--- src/rtl/axi4_lite_pkg.sv ---
// axi4_lite_pkg: response codes and initiator FSM states shared by the AXI4-Lite master.
package axi4_lite_pkg;

    typedef enum logic [1:0] {
        OKAY   = 2'b00,
        EXOKAY = 2'b01,
        SLVERR = 2'b10,
        DECERR = 2'b11
    } axi_resp_t;

    typedef enum logic [2:0] {
        IDLE,
        WR_ADDR_DATA,
        WR_RESP,
        RD_ADDR,
        RD_DATA,
        RESPOND
    } axi4_lite_master_state_t;

endpackage

--- src/rtl/axi4_lite_master.sv ---
// axi4_lite_master: single-outstanding AXI4-Lite initiator bridging a cmd/rsp stream onto AW/W/B and AR/R.
module axi4_lite_master
    import axi4_lite_pkg::*;
#(
    parameter int ADDR_WIDTH = 32,
    parameter int DATA_SIZE  = 32
) (
    input  logic                   clk_i,
    input  logic                   rst_clk_i,
    input  logic                   cmd_valid_i,
    output logic                   cmd_ready_o,
    input  logic                   cmd_write_i,
    input  logic [ADDR_WIDTH-1:0]  cmd_address_i,
    input  logic [DATA_SIZE-1:0]   cmd_data_i,
    input  logic [DATA_SIZE/8-1:0] cmd_strb_i,
    output logic                   rsp_valid_o,
    input  logic                   rsp_ready_i,
    output logic                   rsp_write_o,
    output logic [DATA_SIZE-1:0]   rsp_data_o,
    output logic [1:0]             rsp_resp_o,
    output logic [ADDR_WIDTH-1:0]  write_address_o,
    output logic                   write_address_valid_o,
    input  logic                   write_address_ready_i,
    output logic [DATA_SIZE-1:0]   write_data_o,
    output logic [DATA_SIZE/8-1:0] write_data_strb_o,
    output logic                   write_data_valid_o,
    input  logic                   write_data_ready_i,
    input  logic [1:0]             write_response_i,
    input  logic                   write_response_valid_i,
    output logic                   write_response_ready_o,
    output logic [ADDR_WIDTH-1:0]  read_address_o,
    output logic                   read_address_valid_o,
    input  logic                   read_address_ready_i,
    input  logic [DATA_SIZE-1:0]   read_data_i,
    input  logic [1:0]             read_data_response_i,
    input  logic                   read_data_valid_i,
    output logic                   read_data_ready_o
);

    axi4_lite_master_state_t state_q, state_d;
    logic                   cmd_ready_q, cmd_ready_d;
    logic                   write_q, write_d;
    logic [ADDR_WIDTH-1:0]  addr_q, addr_d;
    logic [DATA_SIZE-1:0]   data_q, data_d;
    logic [DATA_SIZE/8-1:0] strb_q, strb_d;
    logic                   aw_done_q, aw_done_d;
    logic                   w_done_q, w_done_d;
    logic [DATA_SIZE-1:0]   rsp_data_q, rsp_data_d;
    axi_resp_t              rsp_resp_q, rsp_resp_d;

    // Every handshake output is a pure decode of registered state, never of an incoming ready.
    assign cmd_ready_o            = cmd_ready_q;
    assign write_address_o        = addr_q;
    assign write_address_valid_o  = (state_q == WR_ADDR_DATA) && !aw_done_q;
    assign write_data_o           = data_q;
    assign write_data_strb_o      = strb_q;
    assign write_data_valid_o     = (state_q == WR_ADDR_DATA) && !w_done_q;
    assign write_response_ready_o = state_q == WR_RESP;
    assign read_address_o         = addr_q;
    assign read_address_valid_o   = state_q == RD_ADDR;
    assign read_data_ready_o      = state_q == RD_DATA;
    assign rsp_valid_o            = state_q == RESPOND;
    assign rsp_write_o            = write_q;
    assign rsp_data_o             = rsp_data_q;
    assign rsp_resp_o             = rsp_resp_q;

    always_comb begin
        state_d    = state_q;
        write_d    = write_q;
        addr_d     = addr_q;
        data_d     = data_q;
        strb_d     = strb_q;
        aw_done_d  = aw_done_q;
        w_done_d   = w_done_q;
        rsp_data_d = rsp_data_q;
        rsp_resp_d = rsp_resp_q;
        case (state_q)
            IDLE: if (cmd_valid_i && cmd_ready_q) begin
                write_d   = cmd_write_i;
                addr_d    = cmd_address_i;
                data_d    = cmd_data_i;
                strb_d    = cmd_strb_i;
                aw_done_d = 1'b0;
                w_done_d  = 1'b0;
                state_d   = cmd_write_i ? WR_ADDR_DATA : RD_ADDR;
            end
            WR_ADDR_DATA: begin
                aw_done_d = aw_done_q || (write_address_valid_o && write_address_ready_i);
                w_done_d  = w_done_q || (write_data_valid_o && write_data_ready_i);
                state_d   = (aw_done_d && w_done_d) ? WR_RESP : WR_ADDR_DATA;
            end
            WR_RESP: if (write_response_valid_i) begin
                rsp_data_d = '0;
                rsp_resp_d = axi_resp_t'(write_response_i);
                state_d    = RESPOND;
            end
            RD_ADDR: state_d = read_address_ready_i ? RD_DATA : RD_ADDR;
            RD_DATA: if (read_data_valid_i) begin
                rsp_data_d = read_data_i;
                rsp_resp_d = axi_resp_t'(read_data_response_i);
                state_d    = RESPOND;
            end
            RESPOND: state_d = rsp_ready_i ? IDLE : RESPOND;
            default: state_d = IDLE;
        endcase
        cmd_ready_d = state_d == IDLE;
    end

    always_ff @(posedge clk_i or posedge rst_clk_i) begin
        if (rst_clk_i) begin
            state_q     <= IDLE;
            cmd_ready_q <= 1'b0;
            write_q     <= 1'b0;
            addr_q      <= '0;
            data_q      <= '0;
            strb_q      <= '0;
            aw_done_q   <= 1'b0;
            w_done_q    <= 1'b0;
            rsp_data_q  <= '0;
            rsp_resp_q  <= OKAY;
        end else begin
            state_q     <= state_d;
            cmd_ready_q <= cmd_ready_d;
            write_q     <= write_d;
            addr_q      <= addr_d;
            data_q      <= data_d;
            strb_q      <= strb_d;
            aw_done_q   <= aw_done_d;
            w_done_q    <= w_done_d;
            rsp_data_q  <= rsp_data_d;
            rsp_resp_q  <= rsp_resp_d;
        end
    end

endmodule

--- config.mk ---
export PLATFORM = sky130hd
export DESIGN_NAME = axi4_lite_master
export DESIGN_NICKNAME = d
export VERILOG_FILES = /design/src/rtl/axi4_lite_pkg.sv /design/src/rtl/axi4_lite_master.sv
export SDC_FILE = /design/constraint.sdc
export NUM_CORES = 1
export LEC_CHECK = 0
export ABC_CLOCK_PERIOD_IN_PS = 4100
export CAP_MARGIN = 20
export CELL_PAD_IN_SITES_DETAIL_PLACEMENT = 1
export CELL_PAD_IN_SITES_GLOBAL_PLACEMENT = 2
export CORE_MARGIN = 4
export CORE_UTILIZATION = 22
export CTS_BUF_LIST = sky130_fd_sc_hd__clkbuf_2 sky130_fd_sc_hd__clkbuf_4 sky130_fd_sc_hd__clkbuf_8
export DETAILED_ROUTE_END_ITERATION = 16
export GPL_TIMING_DRIVEN = 0
export HOLD_SLACK_MARGIN = 0.12
export PLACE_DENSITY_LB_ADDON = 0.08
export SLEW_MARGIN = 20
export SYNTH_ARGS = -nofsm -noshare
export SYNTH_HDL_FRONTEND = slang
export SYNTH_SLANG_ARGS = --single-unit
--- constraint.sdc ---
create_clock -name clk_i -period 4.1 [get_ports clk_i]
set_input_delay 0.615 -clock clk_i [delete_from_list [all_inputs] [get_ports clk_i]]
set_output_delay 0.615 -clock clk_i [all_outputs]
set_load 0.03 [all_outputs]
==> reports/qor.csv <==
metric,value,unit
syn_nets,630,
synth_ff_type,dfrtp_1,
rows,52,
dieArea,23600,um2
max_freq,354,MHz
avgSynthCellArea,9.03,um2
worst_pin_slew,0.529,ns
crit_type,flop to output port,
drv_cap,0,
drc,0,
dp_hpwl,13.0,mm
period_minus_slack,2.82,ns
grt_pass1_vias,4631,
cts_buffers,9,
die_w,154,um
io_buffers,255,
start_kind,flop,
slew_viol_final,0,
finalClockSkew,0.0112,ns
synth.distinct_cells,27,
die_h,154,um
min_path_cells,2,
routed_via_density,4.06,
synth_top_area_frac,0.585,
end_kind,output port,
post_cts_resized,0,
final.period_utilization,0.689,
grt_pass1_wl,26.8,mm
ioPinCount,256,
htree_levels,3,
rsz0062_at_grt,no,
postSynth.asyncResetShare,1.00,
ys_seq_elements,109,
clock_latency,0.38,ns
clockRootBuffer,clkbuf_8,
place_area,7580,um2
yosys-top-cells-count,"nand2_1 (276), dfrtp_1 (109), buf_4 (36)",
hold_viol_final,0,
p_leak,3.56,nW
post-synth-top-count-cell,nand2_1,
syn_inst,516,
drt_wl_total,16.7,mm
crit_required,3.48,ns
clock_path_buffers,2,
design_area,7820,um2
powerDensity,846,nW/um2
reg2reg_depth,6,
maxSlewHeadroom,0.648,
hold_class,flop to flop,
seq_area_frac_synth,0.585,
n_antenna_cell,0,
gp_congestion,0.747,
synthesis.area,4660,um2
yosysWarnings,0,
cts.sinks,109,
drt_iter0_markers,100,
vias,4289,
wl_per_cell,15.8,um
synth.top_cells.by_area,"dfrtp_1 (59%), nand2_1 (22%), buf_4 (5.8%), buf_6 (3.6%), o21ai_0 (2.4%)",
synthToLayoutAreaGrowth,67.8,%
peakVddDrop,240,uV
antenna_found_initial,0,
initial_core_util,0.227,
worstPathArrival,2.21,ns
drt_first_pass_iters,4,
synth_top_cell_by_area,dfrtp_1,
tritoncts,done,
coreArea,20600,um2
synth_edf_count,0,
drive_above_1_share,0.0941,
critPathMaxFanout,10,
path_clk_slew,0.10,ns
finalSetupViolCount,0,
cts_hold_buf,0,
cts_setup_buffers,0,
ant_nets,0,
overflow,0,
grt_max_degree,58,
grt_usage,0.143,
fin_hold_ws,0.484,ns
final_nets,897,
status,finished clean,
## state kept, by name, indices dropped and copies added, names as in the netlist
name               count
cmd_ready_o            1
rsp_write_o            1
write_data_o          32
read_address_o        32
rsp_data_o            32
rsp_resp_o             2
aw_done_q              1
w_done_q               1
write_data_strb_o      4
state_q                3
## final timing paths
| check | from | endpoint | slack [ns] |
|---|---|---|---|
| setup / recovery | state_q[0] | write_data_valid_o | 1.28 |
| hold / removal | rsp_write_o | rsp_write_o | 0.48 |
| setup reg to reg | state_q[2] | write_data_o[27] | 2.50 |
| hold reg to reg | rsp_write_o | rsp_write_o | 0.48 |
| max in group asynchronous | rst_clk_i | cmd_ready_o | 2.77 |
| min in group asynchronous | rst_clk_i | read_address_o[2] | 0.66 |
## critical path: stages, from the launching register on
cell and delay (ns):
dfrtp_1 0.45, buf_6 0.16, or3b_4 0.40, nor2_1 0.10, clkdlybuf4s50_1 0.71
## cell families (layout without fill, tap and decap cells)
logic type,count (synthesis),count (layout),share of synthesized area
AOI/OAI and AO/OA,44,44,0.0518
buffers and inverters,63,333,0.105
DFF,109,109,0.585
muxes,3,3,0.00644
and+or+nand+nor,297,297,0.252
## where the power goes
part | total (W) | internal, W | switching (W) | leakage (nW)
Sequential | 0.00186 | 0.00156 | 0.000303 | 1.40
Clock | 0.000796 | 0.000416 | 0.000380 | 0.114
Combinational | 0.00395 | 0.00168 | 0.00227 | 2.04
Total | 0.00661 | 0.00366 | 0.00296 | 3.56
## stage by stage
step | setup TNS [ns] | power, W | instances | util | setup WS, ns
2_1_floorplan | 0 | 0.00416 | 516 | - | 0.611
3_3_place_gp | -156.84 | 0.00584 | 1041 | 0.367 | -1.45
3_5_place_dp | 0 | 0.00592 | 1042 | 0.369 | 1.66
4_1_cts | 0 | 0.00675 | 1056 | 0.380 | 1.22
5_1_grt | 0 | 0.00707 | 1056 | 0.380 | 1.12
6_report | 0 | 0.00661 | 1056 | 0.380 | 1.28
## final cells by class
type / instances / area [um2]
clock inverters: 4 / 97.6
plain buffers: 61 / 480
fillers: 2386 / 12700
clock buffers: 10 / 138
inverters: 2 / 12.5
well taps: 270 / 338
repair buffers: 256 / 2580
multi-input cells: 344 / 1440
flip-flops and latches: 109 / 2730
## layer usage
metal  vias to the layer above  part of all wire  wire length (um)  track usage
met2                       149              0.49              8230        0.241
met5                         -                 0                 0            0
li1                       2089                 -                 -            -
met3                        10             0.080              1340       0.0526
met4                         0            0.0086               144       0.0353
met1                      2041              0.42              7020        0.174
## cell usage in the layout, fill, tap and decap left out
master,netlist,layout
a21o_1,1,1
a21oi_1,3,3
a22oi_1,1,1
and2_1,3,3
and3b_1,2,2
buf_16,0,1
buf_2,3,3
buf_4,36,36
buf_6,15,15
bufinv_16,0,3
clkbuf_1,7,7
clkbuf_8,0,10
clkdlybuf4s50_1,0,255
clkinvlp_4,0,1
dfrtp_1,109,109
inv_1,2,1
inv_6,0,1
mux2i_1,3,3
nand2_1,276,276
nand2_2,1,1
nand2b_1,1,1
nand3b_1,2,2
nor2_1,5,5
nor2_4,1,1
nor2b_1,3,3
nor3_1,1,1
nor3b_1,1,1
o21ai_0,22,22
o21ai_1,13,13
o221ai_2,1,1
o22ai_1,2,2
o311ai_1,1,1
or3b_4,1,1
(Power assumes the default switching activity.)
